$ cat config.mk
export PLATFORM = sky130hd
export DESIGN_NAME = pusch_symbol_scheduler_flat
export DESIGN_NICKNAME = d
export VERILOG_FILES = /design/src/rtl/pusch_sched_pkg.sv /design/src/rtl/pusch_symbol_scheduler_if.sv /design/src/rtl/sched_addr_gen.sv /design/src/rtl/pusch_symbol_scheduler.sv /design/src/flat_wrapper.sv
export SDC_FILE = /design/constraint.sdc
export NUM_CORES = 1
export LEC_CHECK = 0
export BUFFER_PORTS_ARGS = -buffer_cell sky130_fd_sc_hd__buf_4
export CAP_MARGIN = 15
export CORE_ASPECT_RATIO = 1.25
export CORE_MARGIN = 1.5
export CORE_UTILIZATION = 29
export DETAILED_ROUTE_END_ITERATION = 10
export SLEW_MARGIN = 10
export SYNTH_ARGS = -nofsm -noshare
export SYNTH_HDL_FRONTEND = slang
export SYNTH_SLANG_ARGS = --single-unit
$ cat constraint.sdc
create_clock -name clk -period 2.5 [get_ports clk]
set_clock_uncertainty 0.2 [all_clocks]
set_input_delay 0.5 -clock clk [delete_from_list [all_inputs] [get_ports clk]]
set_output_delay 0.5 -clock clk [all_outputs]
set_load 0.02 [all_outputs]
$ cat src/rtl/pusch_sched_pkg.sv
// rtl/pusch_sched_pkg.sv - shared types and constants for the PUSCH symbol scheduler
// Holds the scheduler state enum, grid constants and the per-symbol
// subcarrier count helper. Macro PUSCH_SCHED_ZERO_FILL_EN adds S_CLEAR.
package pusch_sched_pkg;

  localparam int NFFT       = 2048;
  localparam int ADDR_W     = 11;
  localparam int SC_PER_RB  = 12;
  localparam int N_SYM_SLOT = 14;
  localparam int DMRS_AW    = 10;

  typedef enum logic [2:0] {
    S_IDLE,
    S_WAIT_SRC,
    S_WAIT_BUF,
`ifdef PUSCH_SCHED_ZERO_FILL_EN
    S_CLEAR,
`endif
    S_MAP,
    S_DRAIN,
    S_DONE
  } state_t;

  // Subcarriers mapped per symbol; 127 RBs * 12 = 1524 still fits 11 bits.
  function automatic logic [10:0] calc_m(input logic [6:0] n_rb);
    logic [10:0] m;
    m = 11'(n_rb) * 11'(SC_PER_RB);
    return m;
  endfunction

endpackage

$ cat src/rtl/pusch_symbol_scheduler_if.sv
// rtl/pusch_symbol_scheduler_if.sv - memory-side read/write bus of the PUSCH symbol scheduler
// Signals: data_rd_en/data_rd_addr (FFT memory read), dmrs_rd_en/dmrs_rd_addr
// (DMRS memory read), wr_en/wr_addr/wr_sel (IFFT buffer write), and wr_zero
// (zero-fill write, only with PUSCH_SCHED_ZERO_FILL_EN).
// Modports: master = scheduler side (drives), slave = memory side.
interface pusch_symbol_scheduler_if;
  import pusch_sched_pkg::*;

  logic               data_rd_en;
  logic [ADDR_W-1:0]  data_rd_addr;
  logic               dmrs_rd_en;
  logic [DMRS_AW-1:0] dmrs_rd_addr;
  logic               wr_en;
  logic [ADDR_W-1:0]  wr_addr;
  logic               wr_sel;
`ifdef PUSCH_SCHED_ZERO_FILL_EN
  logic               wr_zero;
`endif

  modport master (
    output data_rd_en, data_rd_addr, dmrs_rd_en, dmrs_rd_addr,
    output wr_en, wr_addr, wr_sel
`ifdef PUSCH_SCHED_ZERO_FILL_EN
    , output wr_zero
`endif
  );

  modport slave (
    input data_rd_en, data_rd_addr, dmrs_rd_en, dmrs_rd_addr,
    input wr_en, wr_addr, wr_sel
`ifdef PUSCH_SCHED_ZERO_FILL_EN
    , input wr_zero
`endif
  );

endinterface

$ cat src/rtl/sched_addr_gen.sv
// rtl/sched_addr_gen.sv - subcarrier counter, read address counters and write pipeline
// Ports: clk, reset (sync, active-high); slot_start clears the data read
// counter; rd_go issues one read this cycle, is_dmrs selects the source;
// cnt_run/cnt_last advance and wrap k; n_sc_start offsets the write address;
// k is the current subcarrier index; mem is the memory-side bus (master).
// With PUSCH_SCHED_ZERO_FILL_EN, clr_go writes zero to address k.
module sched_addr_gen
  import pusch_sched_pkg::*;
(
  input  logic              clk,
  input  logic              reset,
  input  logic              slot_start,
  input  logic              rd_go,
  input  logic              is_dmrs,
  input  logic              cnt_run,
  input  logic              cnt_last,
`ifdef PUSCH_SCHED_ZERO_FILL_EN
  input  logic              clr_go,
`endif
  input  logic [ADDR_W-1:0] n_sc_start,
  output logic [ADDR_W-1:0] k,
  pusch_symbol_scheduler_if.master mem
);

  logic [ADDR_W-1:0] data_cnt;
  logic [ADDR_W:0]   wr_sum;
  logic              wr_en_q;
  logic [ADDR_W-1:0] wr_addr_q;
  logic              wr_sel_q;
`ifdef PUSCH_SCHED_ZERO_FILL_EN
  logic              wr_zero_q;
`endif

  // One bit of headroom, then natural truncation gives the modulo-NFFT wrap.
  assign wr_sum = {1'b0, n_sc_start} + {1'b0, k};

  always_ff @(posedge clk) begin
    if (reset) begin
      k         <= '0;
      data_cnt  <= '0;
      wr_en_q   <= 1'b0;
      wr_addr_q <= '0;
      wr_sel_q  <= 1'b0;
`ifdef PUSCH_SCHED_ZERO_FILL_EN
      wr_zero_q <= 1'b0;
`endif
    end else begin
      k <= (cnt_run && !cnt_last) ? k + 1'b1 : '0;

      // Data reads continue across symbols of one slot; only a new slot rewinds.
      if (slot_start)
        data_cnt <= '0;
      else if (rd_go && !is_dmrs)
        data_cnt <= data_cnt + 1'b1;

      // Read latency is one cycle, so the write trails its read by one cycle.
      wr_en_q  <= rd_go;
      wr_sel_q <= rd_go && is_dmrs;
      if (rd_go)
        wr_addr_q <= wr_sum[ADDR_W-1:0];
`ifdef PUSCH_SCHED_ZERO_FILL_EN
      wr_zero_q <= clr_go;
      if (clr_go) begin
        wr_en_q   <= 1'b1;
        wr_addr_q <= k;
      end
`endif
    end
  end

  assign mem.data_rd_en   = rd_go && !is_dmrs;
  assign mem.data_rd_addr = data_cnt;
  assign mem.dmrs_rd_en   = rd_go && is_dmrs;
  assign mem.dmrs_rd_addr = k[DMRS_AW-1:0];
  assign mem.wr_en        = wr_en_q;
  assign mem.wr_addr      = wr_addr_q;
  assign mem.wr_sel       = wr_sel_q;
`ifdef PUSCH_SCHED_ZERO_FILL_EN
  assign mem.wr_zero      = wr_zero_q;
`endif

endmodule

$ cat src/rtl/pusch_symbol_scheduler.sv
// rtl/pusch_symbol_scheduler.sv - per-slot PUSCH resource-element mapping sequencer
// Ports: clk, reset (sync, active-high); start + configuration (n_rb,
// n_sc_start, sym_start, sym_end, dmrs_mask) latched in IDLE; fft_done,
// dmrs_done source-ready indications; ifft_ready buffer-free indication;
// sym_idx/sym_valid symbol hand-off; busy, done, cfg_err status;
// mem = read/write bus towards FFT/DMRS memories and the IFFT buffer.
// Macro PUSCH_SCHED_ZERO_FILL_EN inserts a full-grid zero write before MAP.
module pusch_symbol_scheduler
  import pusch_sched_pkg::*;
(
  input  logic        clk,
  input  logic        reset,
  input  logic        start,
  input  logic [6:0]  n_rb,
  input  logic [10:0] n_sc_start,
  input  logic [3:0]  sym_start,
  input  logic [3:0]  sym_end,
  input  logic [13:0] dmrs_mask,
  input  logic        fft_done,
  input  logic        dmrs_done,
  input  logic        ifft_ready,
  output logic [3:0]  sym_idx,
  output logic        sym_valid,
  output logic        busy,
  output logic        done,
  output logic        cfg_err,
  pusch_symbol_scheduler_if.master mem
);

  state_t            state, state_n;
  logic [3:0]        sym;
  logic [ADDR_W-1:0] n_sc_q;
  logic [10:0]       m_q;
  logic [3:0]        sym_end_q;
  logic [13:0]       mask_q;
  logic              cfg_bad_q;
  logic              fft_seen, dmrs_seen;
  logic              drain_ph;

  logic              cfg_bad;
  logic              is_dmrs;
  logic              slot_start, rd_go, cnt_run, cnt_last;
  logic [ADDR_W-1:0] k;
`ifdef PUSCH_SCHED_ZERO_FILL_EN
  logic              clr_go;
`endif

  assign cfg_bad = (sym_start > sym_end) || (sym_end > 4'(N_SYM_SLOT - 1)) || (n_rb == 7'd0);
  assign is_dmrs = mask_q[sym];

  always_ff @(posedge clk) begin
    if (reset) begin
      state     <= S_IDLE;
      sym       <= '0;
      n_sc_q    <= '0;
      m_q       <= '0;
      sym_end_q <= '0;
      mask_q    <= '0;
      cfg_bad_q <= 1'b0;
      fft_seen  <= 1'b0;
      dmrs_seen <= 1'b0;
      drain_ph  <= 1'b0;
    end else begin
      state <= state_n;
      // DRAIN spans two cycles: last write, then the sym_valid hand-off.
      drain_ph <= (state == S_DRAIN) && !drain_ph;
      if (state == S_DONE) begin
        fft_seen  <= 1'b0;
        dmrs_seen <= 1'b0;
      end else begin
        fft_seen  <= fft_seen | fft_done;
        dmrs_seen <= dmrs_seen | dmrs_done;
      end
      if (slot_start) begin
        sym       <= sym_start;
        n_sc_q    <= n_sc_start;
        m_q       <= calc_m(n_rb);
        sym_end_q <= sym_end;
        mask_q    <= dmrs_mask;
        cfg_bad_q <= cfg_bad;
      end else if (sym_valid && (sym != sym_end_q)) begin
        sym <= sym + 1'b1;
      end
    end
  end

  always_comb begin
    state_n    = state;
    slot_start = 1'b0;
    rd_go      = 1'b0;
    cnt_run    = 1'b0;
    cnt_last   = 1'b0;
    sym_valid  = 1'b0;
`ifdef PUSCH_SCHED_ZERO_FILL_EN
    clr_go     = 1'b0;
`endif
    case (state)
      S_IDLE: begin
        if (start) begin
          slot_start = 1'b1;
          state_n    = cfg_bad ? S_DONE : S_WAIT_SRC;
        end
      end
      S_WAIT_SRC: begin
        if (is_dmrs ? dmrs_seen : fft_seen)
          state_n = S_WAIT_BUF;
      end
      S_WAIT_BUF: begin
        if (ifft_ready) begin
`ifdef PUSCH_SCHED_ZERO_FILL_EN
          state_n = S_CLEAR;
`else
          state_n = S_MAP;
`endif
        end
      end
`ifdef PUSCH_SCHED_ZERO_FILL_EN
      S_CLEAR: begin
        clr_go   = 1'b1;
        cnt_run  = 1'b1;
        cnt_last = (k == ADDR_W'(NFFT - 1));
        if (cnt_last)
          state_n = S_MAP;
      end
`endif
      S_MAP: begin
        rd_go    = 1'b1;
        cnt_run  = 1'b1;
        cnt_last = (k == (m_q - 11'd1));
        if (cnt_last)
          state_n = S_DRAIN;
      end
      S_DRAIN: begin
        if (drain_ph) begin
          sym_valid = 1'b1;
          state_n   = (sym == sym_end_q) ? S_DONE : S_WAIT_SRC;
        end
      end
      S_DONE: begin
        state_n = S_IDLE;
      end
      default: begin
        state_n = S_IDLE;
      end
    endcase
  end

  assign sym_idx = sym;
  assign busy    = (state != S_IDLE);
  assign done    = (state == S_DONE);
  assign cfg_err = (state == S_DONE) && cfg_bad_q;

  sched_addr_gen u_addr_gen (
    .clk        (clk),
    .reset      (reset),
    .slot_start (slot_start),
    .rd_go      (rd_go),
    .is_dmrs    (is_dmrs),
    .cnt_run    (cnt_run),
    .cnt_last   (cnt_last),
`ifdef PUSCH_SCHED_ZERO_FILL_EN
    .clr_go     (clr_go),
`endif
    .n_sc_start (n_sc_q),
    .k          (k),
    .mem        (mem)
  );

endmodule
$ cat src/flat_wrapper.sv
// flat-port wrapper written by rule: the top's interface ports become plain ports
module pusch_symbol_scheduler_flat import pusch_sched_pkg::*;
  (clk, reset, start, n_rb, n_sc_start, sym_start, sym_end, dmrs_mask, fft_done, dmrs_done, ifft_ready, sym_idx, sym_valid, busy, done, cfg_err, mem_data_rd_en, mem_data_rd_addr, mem_dmrs_rd_en, mem_dmrs_rd_addr, mem_wr_en, mem_wr_addr, mem_wr_sel);
  pusch_symbol_scheduler_if mem_i ();
  input  logic clk;
  input  logic reset;
  input  logic start;
  input  logic [6:0] n_rb;
  input  logic [10:0] n_sc_start;
  input  logic [3:0] sym_start;
  input  logic [3:0] sym_end;
  input  logic [13:0] dmrs_mask;
  input  logic fft_done;
  input  logic dmrs_done;
  input  logic ifft_ready;
  output logic [3:0] sym_idx;
  output logic sym_valid;
  output logic busy;
  output logic done;
  output logic cfg_err;
  output wire logic [$bits(mem_i.data_rd_en)-1:0] mem_data_rd_en;
  output wire logic [$bits(mem_i.data_rd_addr)-1:0] mem_data_rd_addr;
  output wire logic [$bits(mem_i.dmrs_rd_en)-1:0] mem_dmrs_rd_en;
  output wire logic [$bits(mem_i.dmrs_rd_addr)-1:0] mem_dmrs_rd_addr;
  output wire logic [$bits(mem_i.wr_en)-1:0] mem_wr_en;
  output wire logic [$bits(mem_i.wr_addr)-1:0] mem_wr_addr;
  output wire logic [$bits(mem_i.wr_sel)-1:0] mem_wr_sel;
  assign mem_data_rd_en = mem_i.data_rd_en;
  assign mem_data_rd_addr = mem_i.data_rd_addr;
  assign mem_dmrs_rd_en = mem_i.dmrs_rd_en;
  assign mem_dmrs_rd_addr = mem_i.dmrs_rd_addr;
  assign mem_wr_en = mem_i.wr_en;
  assign mem_wr_addr = mem_i.wr_addr;
  assign mem_wr_sel = mem_i.wr_sel;
  pusch_symbol_scheduler u_core (.clk(clk), .reset(reset), .start(start), .n_rb(n_rb), .n_sc_start(n_sc_start), .sym_start(sym_start), .sym_end(sym_end), .dmrs_mask(dmrs_mask), .fft_done(fft_done), .dmrs_done(dmrs_done), .ifft_ready(ifft_ready), .sym_idx(sym_idx), .sym_valid(sym_valid), .busy(busy), .done(done), .cfg_err(cfg_err), .mem(mem_i));
endmodule
==> metrics.md, run 1 <==
| Metric | Value |
|---|---|
| Run status | complete, but fails checks |
| Failing checks | setup timing |
| Commonest non-fill, non-tap cells in the layout | buf_4 (110), nand2_1 (90), dfxtp_1 (82) |
| DIE HEIGHT | 145 um |
| Core Rows | 51 |
| Core ar. | 0.0157 sq mm |
| Routed len/inst | 13.5 um |
| RR Endpoint | u_core.u_addr_gen.mem.data_rd_addr[9] |
| Number of port buffers | 89 |
| Initial antenna violation count | 0 |
| CP max stage delay | 0.53 ns |
| Share of cells above drive strength 1 | 22.0% |
| Pwr/cell area | 819 mW/mm^2 |
| DR vias/cell | 4.71 |
| Peak VDD IR | 0.377 mV |
| Synth top area share | 35.8% |
| Most common cell after layout, fill and taps aside | buf_4 |
| Flop2flop setup slack | 0.12 ns |
| Post-DRT Antenna Nets | 0 |
| Setup Viol. Count Final | 2 |
| Worst-margin pin slew | 0.483 ns |
| Number of cells after detailed placement | 860 |
| Post-cts hold buffer count | 0 |
| Tmin final | 2.59 ns |
| Crit path cell chain | mux4_2 -> mux2i_4 -> and2b_1 -> or2_4 -> nor2_2 -> buf_6 |
| Vias in the first global route | 3977 |
| Syn Area/Cell | 8.13 sq um |
| Delay-heaviest family, CP | multiplexers |
| Post-Route WL | 11.9 mm |
| Seq. cell area | 0.00169 sq mm |
| Die ar. | 0.0170 sq mm |
| Critical path class | reg -> out |
| Hold worst-path end | u_core.fft_seen |
| Most used flip-flop cell after synthesis | dfxtp_1 |
| Tcrit/Tclk final | 104% |
| Die width | 117 um |
| Post-synthesis sequential area ratio | 35.8% |
| Worst Path Required | 1.80 ns |
| CTS tree | built |
| Remaining DRCs | 0 |
| Slew Limit Fails | 0 |
| Flops & latches, synth | 84 |
| H-tree levels | 3 |
| Fin cells | 881 |
| TNS Setup | -0.146 ns |
| Final-report hold violation count | 0 |
| R2r startpoint | u_core.sym_idx[0] |
| Hold Path Class | in -> reg |
| Initial DRC Count | 193 |
| Clock buffer count from CTS | 9 |
| Max-Cap Viols | 0 |
| WP depth | 6 |
| CTS Sinks | 84 |
| Crit path max fanout | 4 |
| Via count | 4152 |
| Io pins | 90 |
| N_diodes | 0 |
| Min-delay src | fft_done |
| Post-Syn Instances | 578 |
| Synth Cell Area | 0.00470 sq mm |
| DRT Pass-1 Iters | 6 |
| Final Util | 38.2% |
| Layout area overhead | 27.7% |
| Worst-Skew Late Latency | 0.34 ns |
| Number of synthesized flops with an enable pin | 0 |
| Routability congestion estimate | 0.795 |
| DP Wirelength | 8.98 mm |
| Place WS | -0.0177 ns |
| Initial core utilization | 29.9% |
| Ys Warns | 0 |
| Clock-pin slew on the worst setup and hold paths | 0.07 ns |
| Max_slew headroom | 67.6% |
| Multi-input logic area | 0.00275 sq mm |
| Net count, final | 741 |
| Largest cells by area after synthesis | dfxtp_1 (36%), ha_1 (7.7%), nand2_1 (7.2%), a21oi_1 (5.9%), nor2_1 (3.8%) |
| Gr usage total | 14.2% |
| Crit path setup slack, layout | -0.0934 ns |
| Data arrival, critical path | 1.89 ns |
| Max Clk Rate | 0.386 GHz |
| Total gr overflow | 0 |
| Root buffer cell | clkbuf_16 |
| R2R depth | 7 |
| First-pass GRT wire length | 19.3 mm |
| Startpoint Class | register |
| RSZ-0062 raised after global routing | true |
| Tot Pwr | 0.00492 W |
| Largest net degree at the start of global routing | 41 |
| Leakage power | 2.54 nW |
| Filler Cells Inserted | 1662 |
| Min-Delay Path Depth | 2 |
| Ys async rst share | 0% |
| Setup crit end kind | primary output |
| Maximum root-to-sink buffer count | 2 |
| Crit path buf inv count | 1 |
| Max stage delay cell, worst path | mux4_2 |
| Netlist cell types | 61 |
| Cell taking the most area after synthesis | dfxtp_1 |
| Syn_nets | 655 |
==> repair_timing <==
item / in CTS / in global routing
buffers inserted: 3 / 2
pin swaps: 2 / 0
endpoints found under the hold margin: 0 / 0
endpoints found under the setup margin: 2 / 3
resized for setup: 9 / 1
==> through the flow <==
stage / instance area [sq um] / hold slack, ns
CTS: 5980 / 0.142
detailed placement: 5620 / 0.246
finish: 6000 / 0.153
global route: 6000 / 0.170
floorplan: 4700 / 0.227
global placement: 5620 / 0.241
==> power breakdown <==
group / internal (W) / switching [W] / total [W]
registers: 0.00155 / 0.000201 / 0.00175
logic: 0.000783 / 0.000986 / 0.00177
clock network: 0.000791 / 0.000602 / 0.00139
==> cell type report <==
type / instances / share of cell area [%]
clock buffers: 9 / 3.75
clock inverters: 7 / 1.36
inverters: 24 / 1.50
multi-input cells: 430 / 45.9
flip-flops and latches: 84 / 28.1
well taps: 212 / 4.42
repair buffers: 115 / 15.0
==> synthesized netlist by cell type (11+ instances only) <==
cell type  instances
nand2_1           90
nor2_1            48
clkbuf_1          25
ha_1              29
xnor2_1           19
inv_1             22
a211oi_1          11
a21oi_1           55
dfxtp_1           84
xor2_1            15
o21a_1            11
nand3_1           24
==> cell families after synthesis <==
logic type               count (synthesis)  synth area share (%)
AND/OR/NAND/NOR                        236                  24.1
AO/OA/AOI/OAI                          116                  15.2
flip-flops                              84                  35.8
buffers and inverters                   64                  6.15
XOR/XNOR                                35                  6.82
adder cells (fa/ha/maj)                 31                  8.57
multiplexers                            12                  3.38
==> sequential cells by signal, indices dropped and copies added (netlist names) <==
name                                flops
u_core.u_addr_gen.mem.wr_addr          11
u_core.u_addr_gen.mem.wr_sel            1
u_core.state                            3
u_core.sym_end_q                        4
u_core.fft_seen                         1
u_core.u_addr_gen.k                    11
u_core.cfg_bad_q                        1
u_core.drain_ph                         1
u_core.u_addr_gen.mem.wr_en             1
u_core.m_q                              9
u_core.dmrs_seen                        1
u_core.mask_q                          14
u_core.n_sc_q                          11
u_core.sym_idx                          4
u_core.u_addr_gen.mem.data_rd_addr     11
==> metal layers <==
metal	vias to the layer above	global-route usage, %	share of wire [%]
met3	9	1.88	3.6
met5	-	0	0
met1	1894	18.8	47
li1	2176	-	-
met4	0	5.12	1.2
met2	73	23.5	48
==> how the worst max path moves through the flow <==
| stage | from | end | slack (ns) |
|---|---|---|---|
| 6_report | u_core.sym_idx[0] | mem_dmrs_rd_en | -0.09 |
| 5_1_grt | u_core.sym_idx[0] | mem_dmrs_rd_en | -0.17 |
| 3_5_place_dp | u_core.sym_idx[1] | mem_data_rd_en | -0.02 |
| 2_1_floorplan | u_core.sym_idx[1] | mem_dmrs_rd_en | 0.03 |
| 3_3_place_gp | u_core.sym_idx[1] | mem_data_rd_en | 0.03 |
| 4_1_cts | u_core.sym_idx[0] | mem_dmrs_rd_en | -0.12 |
(Power assumes the default switching activity.)
==> inputs of run 2 (changes only) <==
--- a/config.mk
+++ b/config.mk
@@ -5,7 +5,7 @@
 export SDC_FILE = /design/constraint.sdc
 export NUM_CORES = 1
 export LEC_CHECK = 0
-export BUFFER_PORTS_ARGS = -buffer_cell sky130_fd_sc_hd__buf_4
+export BUFFER_PORTS_ARGS = -buffer_cell sky130_fd_sc_hd__buf_2
 export CAP_MARGIN = 15
 export CORE_ASPECT_RATIO = 1.25
 export CORE_MARGIN = 1.5
==> constraint.sdc (replaced) <==
create_clock -name clk -period 2.45 [get_ports clk]
set_clock_uncertainty 0.2 [all_clocks]
set_input_delay 0.49 -clock clk [delete_from_list [all_inputs] [get_ports clk]]
set_output_delay 0.49 -clock clk [all_outputs]
set_load 0.02 [all_outputs]
==> run 2 against run 1 <==
The run still ends with setup timing left. Clock power hardly changed. Sequential share of layout area is 0.79 points higher. Sequential power hardly changed. Die area stayed put. Worst setup slack worse by 0.091 ns. Combinational power is 3% higher. Global-route usage is 0.19 points higher. Hold slack worse by 0.0045 ns. Critical path type unchanged. Routed wire length is 0.79% lower. Core utilization is 1.1 points lower. First-iteration DRC count is 2.6% higher. Cell count is 0.11% higher.
==> metrics.md, run 2 (synthesis gave the netlist of run 1 again) <==
| Metric | Value |
|---|---|
| DRT Pass-1 Iters | 6 |
| CTS Sinks | 84 |
| Tcrit/Tclk final | 108% |
| CP max stage delay | 0.53 ns |
| RR Endpoint | u_core.u_addr_gen.mem.data_rd_addr[9] |
| Min-delay src | dmrs_done |
| Hold worst-path end | u_core.dmrs_seen |
| RSZ-0062 raised after global routing | true |
| Clock-pin slew on the worst setup and hold paths | 0.06 ns |
| Die ar. | 0.0170 sq mm |
| Worst Path Required | 1.76 ns |
| Crit path from | u_core.sym_idx[0] |
| Routed len/inst | 13.3 um |
| Post-cts hold buffer count | 0 |
| Filler Cells Inserted | 1708 |
| Gr usage total | 14.4% |
| Core ar. | 0.0157 sq mm |
| Crit path max fanout | 6 |
| Total gr overflow | 0 |
| Routability congestion estimate | 0.788 |
| Flop2flop setup slack | 0.12 ns |
| Final-report hold violation count | 0 |
| Startpoint Class | register |
| R2R depth | 6 |
| Tot Pwr | 0.00501 W |
| Final Cell Area | 0.00583 sq mm |
| R2r startpoint | u_core.sym_idx[0] |
| N_diodes | 0 |
| Core Rows | 51 |
| Post-Route WL | 11.8 mm |
| Via count | 4135 |
| Vias in the first global route | 3946 |
| Crit path setup slack, layout | -0.184 ns |
| Most flop-heavy register | u_core.mask_q |
| DR vias/cell | 4.69 |
| Final hold slack | 0.148 ns |
| Slew Limit Fails | 0 |
| DIE HEIGHT | 145 um |
| Max-Cap Viols | 0 |
| Data arrival, critical path | 1.94 ns |
| Layout area overhead | 24.1% |
| Io pins | 90 |
| Critical path class | reg -> out |
| Pwr/cell area | 860 mW/mm^2 |
| Leakage power | 2.52 nW |
| Peak VDD IR | 0.483 mV |
| Initial antenna violation count | 0 |
| Share of cells above drive strength 1 | 22.4% |
| Post-DP Area | 0.00544 sq mm |
| Run status | complete, but fails checks |
| Max_slew headroom | 67.7% |
| DP Wirelength | 9.14 mm |
| Max stage delay cell, worst path | mux4_2 |
| Setup crit end kind | primary output |
| Commonest non-fill, non-tap cells in the layout | nand2_1 (90), buf_2 (87), dfxtp_1 (83) |
| Maximum root-to-sink buffer count | 2 |
| Clock buffer count from CTS | 9 |
| Min-Delay Path Depth | 2 |
| Tmin final | 2.63 ns |
| Largest net degree at the start of global routing | 40 |
| Net count, final | 742 |
| Max Clk Rate | 0.380 GHz |
| Post-DRT Antenna Nets | 0 |
| Worst-margin pin slew | 0.480 ns |
| H-tree levels | 3 |
| Worst-Skew Late Latency | 0.34 ns |
| First-pass GRT wire length | 19.5 mm |
| Die width | 117 um |
| Max reg flops | 14 |
| Setup Viol. Count Final | 2 |
| Most common cell after layout, fill and taps aside | nand2_1 |
| Root buffer cell | clkbuf_16 |
| CTS tree | built |
| Crit path cell chain | mux4_2 -> mux2i_4 -> and2b_2 -> or2_4 -> nor2_2 -> buf_6 |
| Initial core utilization | 29.9% |
| Hold Path Class | in -> reg |
| Initial DRC Count | 198 |
| Number of port buffers | 89 |
| Failing checks | setup timing |
| Remaining DRCs | 0 |
## run 2: changes by cell type in the layout (fill, tap and decap cells not counted), sizes merged
cell,previous run,this run
buf,115,116
clkbuf,9,11
inv,27,24
clkinvlp,1,2
## run 2: routing by layer
metal | GRT usage (%) | up-vias | part of all wire, %
met4 | 5.18 | 0 | 1.6
met2 | 23.3 | 70 | 47
li1 | - | 2178 | -
met5 | 0 | - | 0
met1 | 19.2 | 1876 | 48
met3 | 2.46 | 11 | 3.9
## run 2: area by class of cell
| cell class | instances | area (sq um) | area share [%] |
|---|---|---|---|
| inverters | 24 | 90.1 | 1.54 |
| multi-input cells | 430 | 2790 | 47.9 |
| repair buffers | 116 | 686 | 11.8 |
| clock buffers | 11 | 253 | 4.33 |
| well taps | 212 | 265 | 4.55 |
| clock inverters | 5 | 58.8 | 1.01 |
| flip-flops and latches | 84 | 1690 | 28.9 |
## run 2: where the power goes
group	leakage, nW	switching (W)	internal, W
combinational	1.68	0.00105	0.000779
sequential	0.685	0.000185	0.00158
clock	0.148	0.000571	0.000848
total	2.52	0.00180	0.00321
## run 2: worst max-delay path by stage
stage | end | cells past startpoint
2_1_floorplan | mem_data_rd_en | 7
3_3_place_gp | u_core.m_q[9] | 9
3_5_place_dp | u_core.m_q[9] | 9
4_1_cts | mem_data_rd_en | 6
5_1_grt | mem_dmrs_rd_en | 7
6_report | mem_dmrs_rd_en | 6
## run 2: through the flow
step	setup TNS, ns	util (%)	setup WS [ns]	instances
final	-0.358	37.2	-0.184	882
after global routing	-0.537	37.2	-0.265	882
after CTS	-0.351	36.9	-0.184	882
after detailed placement	0	34.6	0.0132	865
after global placement	0	34.6	0.0420	865
after floorplan	0	-	0.00401	578
## run 2: timing repair
action                                  4_1_cts  5_1_grt
setup buffers                                 1        0
gates resized for setup                       8        8
endpoints found under the setup margin        2       14
pin swaps                                     1        2
## run 2: critical path, delay by kind of cell (launching register included)
kind,cells,cell delay [ns]
buf+inv,1,0.13
flops,1,0.40
mux,2,0.70
simple gates,3,0.38
==> inputs of run 3 (changes only) <==
==> constraint.sdc (replaced) <==
create_clock -name clk -period 2.45 [get_ports clk]
set_clock_uncertainty 0.2 [all_clocks]
set_input_delay 0.3675 -clock clk [delete_from_list [all_inputs] [get_ports clk]]
set_output_delay 0.3675 -clock clk [all_outputs]
set_load 0.02 [all_outputs]
==> run 3 against run 2 <==
The flow now finishes without violations. Global-route usage is 0.069 points higher. Total power is 2.7% higher. Die area stayed put. Clock-buffer cell count is 1 lower. Sequential share of layout area is 0.056 points lower. Combinational power hardly changed. Non-clock buffer count is 1 higher.
==> metrics.md, run 3 (synthesis gave the netlist of run 1 again) <==
| Metric | Value |
|---|---|
| Post-DP Area | 0.00541 sq mm |
| Slew Limit Fails | 0 |
| Remaining DRCs | 0 |
| Commonest non-fill, non-tap cells in the layout | nand2_1 (90), buf_2 (87), dfxtp_1 (81) |
| Flop2flop setup slack | 0.04 ns |
| Run status | finished clean |
| Final Cell Area | 0.00585 sq mm |
| Max reg flops | 14 |
| Core Rows | 51 |
| Io pins | 90 |
| Clock buffer count from CTS | 9 |
| Total gr overflow | 0 |
| Share of cells above drive strength 1 | 22.5% |
| Crit path buf inv count | 1 |
| Setup Viol. Count Final | 0 |
| CTS tree | built |
| H-tree levels | 3 |
| First-pass GRT wire length | 19.7 mm |
| Filler Cells Inserted | 1707 |
| Max Clk Rate | 0.408 GHz |
| Sw Ratio | 34.9% |
| DP Wirelength | 9.26 mm |
| Die ar. | 0.0170 sq mm |
| Routed len/inst | 13.5 um |
| Initial antenna violation count | 0 |
| Critical path class | reg -> out |
| Data arrival, critical path | 1.88 ns |
| NetSw | 0.00180 W |
| Maximum root-to-sink buffer count | 2 |
| Peak VDD IR | 0.422 mV |
| Delay-heaviest family, CP | multiplexers |
| RSZ-0062 raised after global routing | true |
| Root buffer cell | clkbuf_16 |
| Worst-margin pin slew | 0.461 ns |
| Final hold slack | 0.0230 ns |
| N_diodes | 0 |
| Tmin final | 2.45 ns |
| Multi-input logic area | 0.00278 sq mm |
| DIE HEIGHT | 145 um |
| Post-DRT Antenna Nets | 0 |
| Post-cts hold buffer count | 0 |
| Largest net degree at the start of global routing | 31 |
| Number of cells after detailed placement | 864 |
| DRT Pass-1 Iters | 4 |
| Number of port buffers | 89 |
| Die width | 117 um |
| Comb pwr share | 35.0% |
| Max-Cap Viols | 0 |
| Hold Path Class | in -> reg |
| Crit path cell chain | mux4_2 -> mux2i_4 -> and2b_1 -> or2_4 -> nor2_2 -> buf_6 |
| Initial core utilization | 29.9% |
| Initial DRC Count | 184 |
| Max stage delay cell, worst path | mux4_2 |
| Clock-pin slew on the worst setup and hold paths | 0.06 ns |
| Layout area overhead | 24.5% |
| Net count, final | 743 |
| Gr usage total | 14.5% |
| Worst Path Required | 1.88 ns |
| Setup crit end kind | primary output |
| Internal Power | 0.00335 W |
| Post-Route WL | 11.9 mm |
| Pwr/cell area | 880 mW/mm^2 |
| Tcrit/Tclk final | 100% |
| DR vias/cell | 4.68 |
| CTS Sinks | 84 |
| CP max stage delay | 0.53 ns |
| Max_slew headroom | 69.0% |
| Most flop-heavy register | u_core.mask_q |
| Final-report hold violation count | 0 |
| Vias in the first global route | 4000 |
| Routability congestion estimate | 0.772 |
| Startpoint Class | register |
| Clk pwr share | 30.4% |
| Via count | 4135 |
| Most common cell after layout, fill and taps aside | nand2_1 |
| Seq. cell area | 0.00169 sq mm |
| Core ar. | 0.0157 sq mm |
| Final Util | 37.3% |
| Leakage power | 2.53 nW |
| Crit path max fanout | 3 |
| Worst-Skew Late Latency | 0.34 ns |
| Sequential share of power | 34.6% |
| Fin cells | 883 |
==> run 3: cell types whose count changed in the layout (fill, tap and decap cells not counted), moves of 2 or more <==
cell       delta
clkbuf_8      -2
dfxtp_1       -2
dfxtp_2       +2
buf_4         +2
bufinv_16     +2
==> run 3: area by class of cell <==
type / instances / area share (%)
Clock buffer: 10 / 3.91
Inverter: 24 / 1.54
Multi-Input combinational cell: 430 / 47.6
Sequential cell: 84 / 28.8
Timing Repair Buffer: 117 / 11.7
Clock inverter: 6 / 1.90
Tap cell: 212 / 4.53
==> run 3: layer usage <==
metal	GRT usage, %	up-vias	share of wire (%)
met1	19.1	1865	47
met5	0	-	0
met3	2.26	12	4.9
met4	5.24	0	1.6
li1	-	2184	-
met2	23.7	74	47
==> run 3: stage by stage <==
stage / power [W] / TNS (ns) / setup slack [ns]
after detailed placement: 0.00354 / 0 / 0.100
after CTS: 0.00515 / -0.0504 / -0.0343
after global routing: 0.00548 / -0.263 / -0.0856
after global placement: 0.00352 / 0 / 0.164
final: 0.00515 / 0 / 0.000215
after floorplan: 0.00303 / 0 / 0.0899
==> run 3: final timing paths <==
path	endpoint	cells after the start	start
worst max-delay path	mem_dmrs_rd_en	6	u_core.sym_idx[0]
worst min-delay path	u_core.dmrs_seen	2	dmrs_done
worst max register to register	u_core.u_addr_gen.mem.data_rd_addr[9]	7	u_core.sym_idx[0]
worst min register to register	u_core.u_addr_gen.mem.wr_addr[0]	2	u_core.u_addr_gen.mem.wr_addr[0]
==> run 3: what timing repair did <==
| action | 4_1_cts | 5_1_grt |
|---|---|---|
| resized for setup | 10 | 8 |
| endpoints found under the setup margin | 2 | 14 |
| setup buffers | 1 | 2 |
| pin swaps | 1 | 3 |
==> run 3: power groups by stage <==
stage | Sequential, W | Clock [W] | Combinational [W]
5_1_grt | 0.00181 | 0.00165 | 0.00203
3_3_place_gp | 0.00179 | 0 | 0.00172
2_1_floorplan | 0.00177 | 0 | 0.00126
3_5_place_dp | 0.00180 | 0 | 0.00174
4_1_cts | 0.00177 | 0.00159 | 0.00178
6_report | 0.00178 | 0.00157 | 0.00180
==> run 3: worst reg2reg max path, stage by stage (launching register included) <==
cell and delay (ns):
dfxtp_4 0.37, mux4_2 0.53, mux2i_4 0.17, and2b_1 0.17, o21ai_2 0.09, buf_4 0.16, or4_1 0.50, a21oi_1 0.14
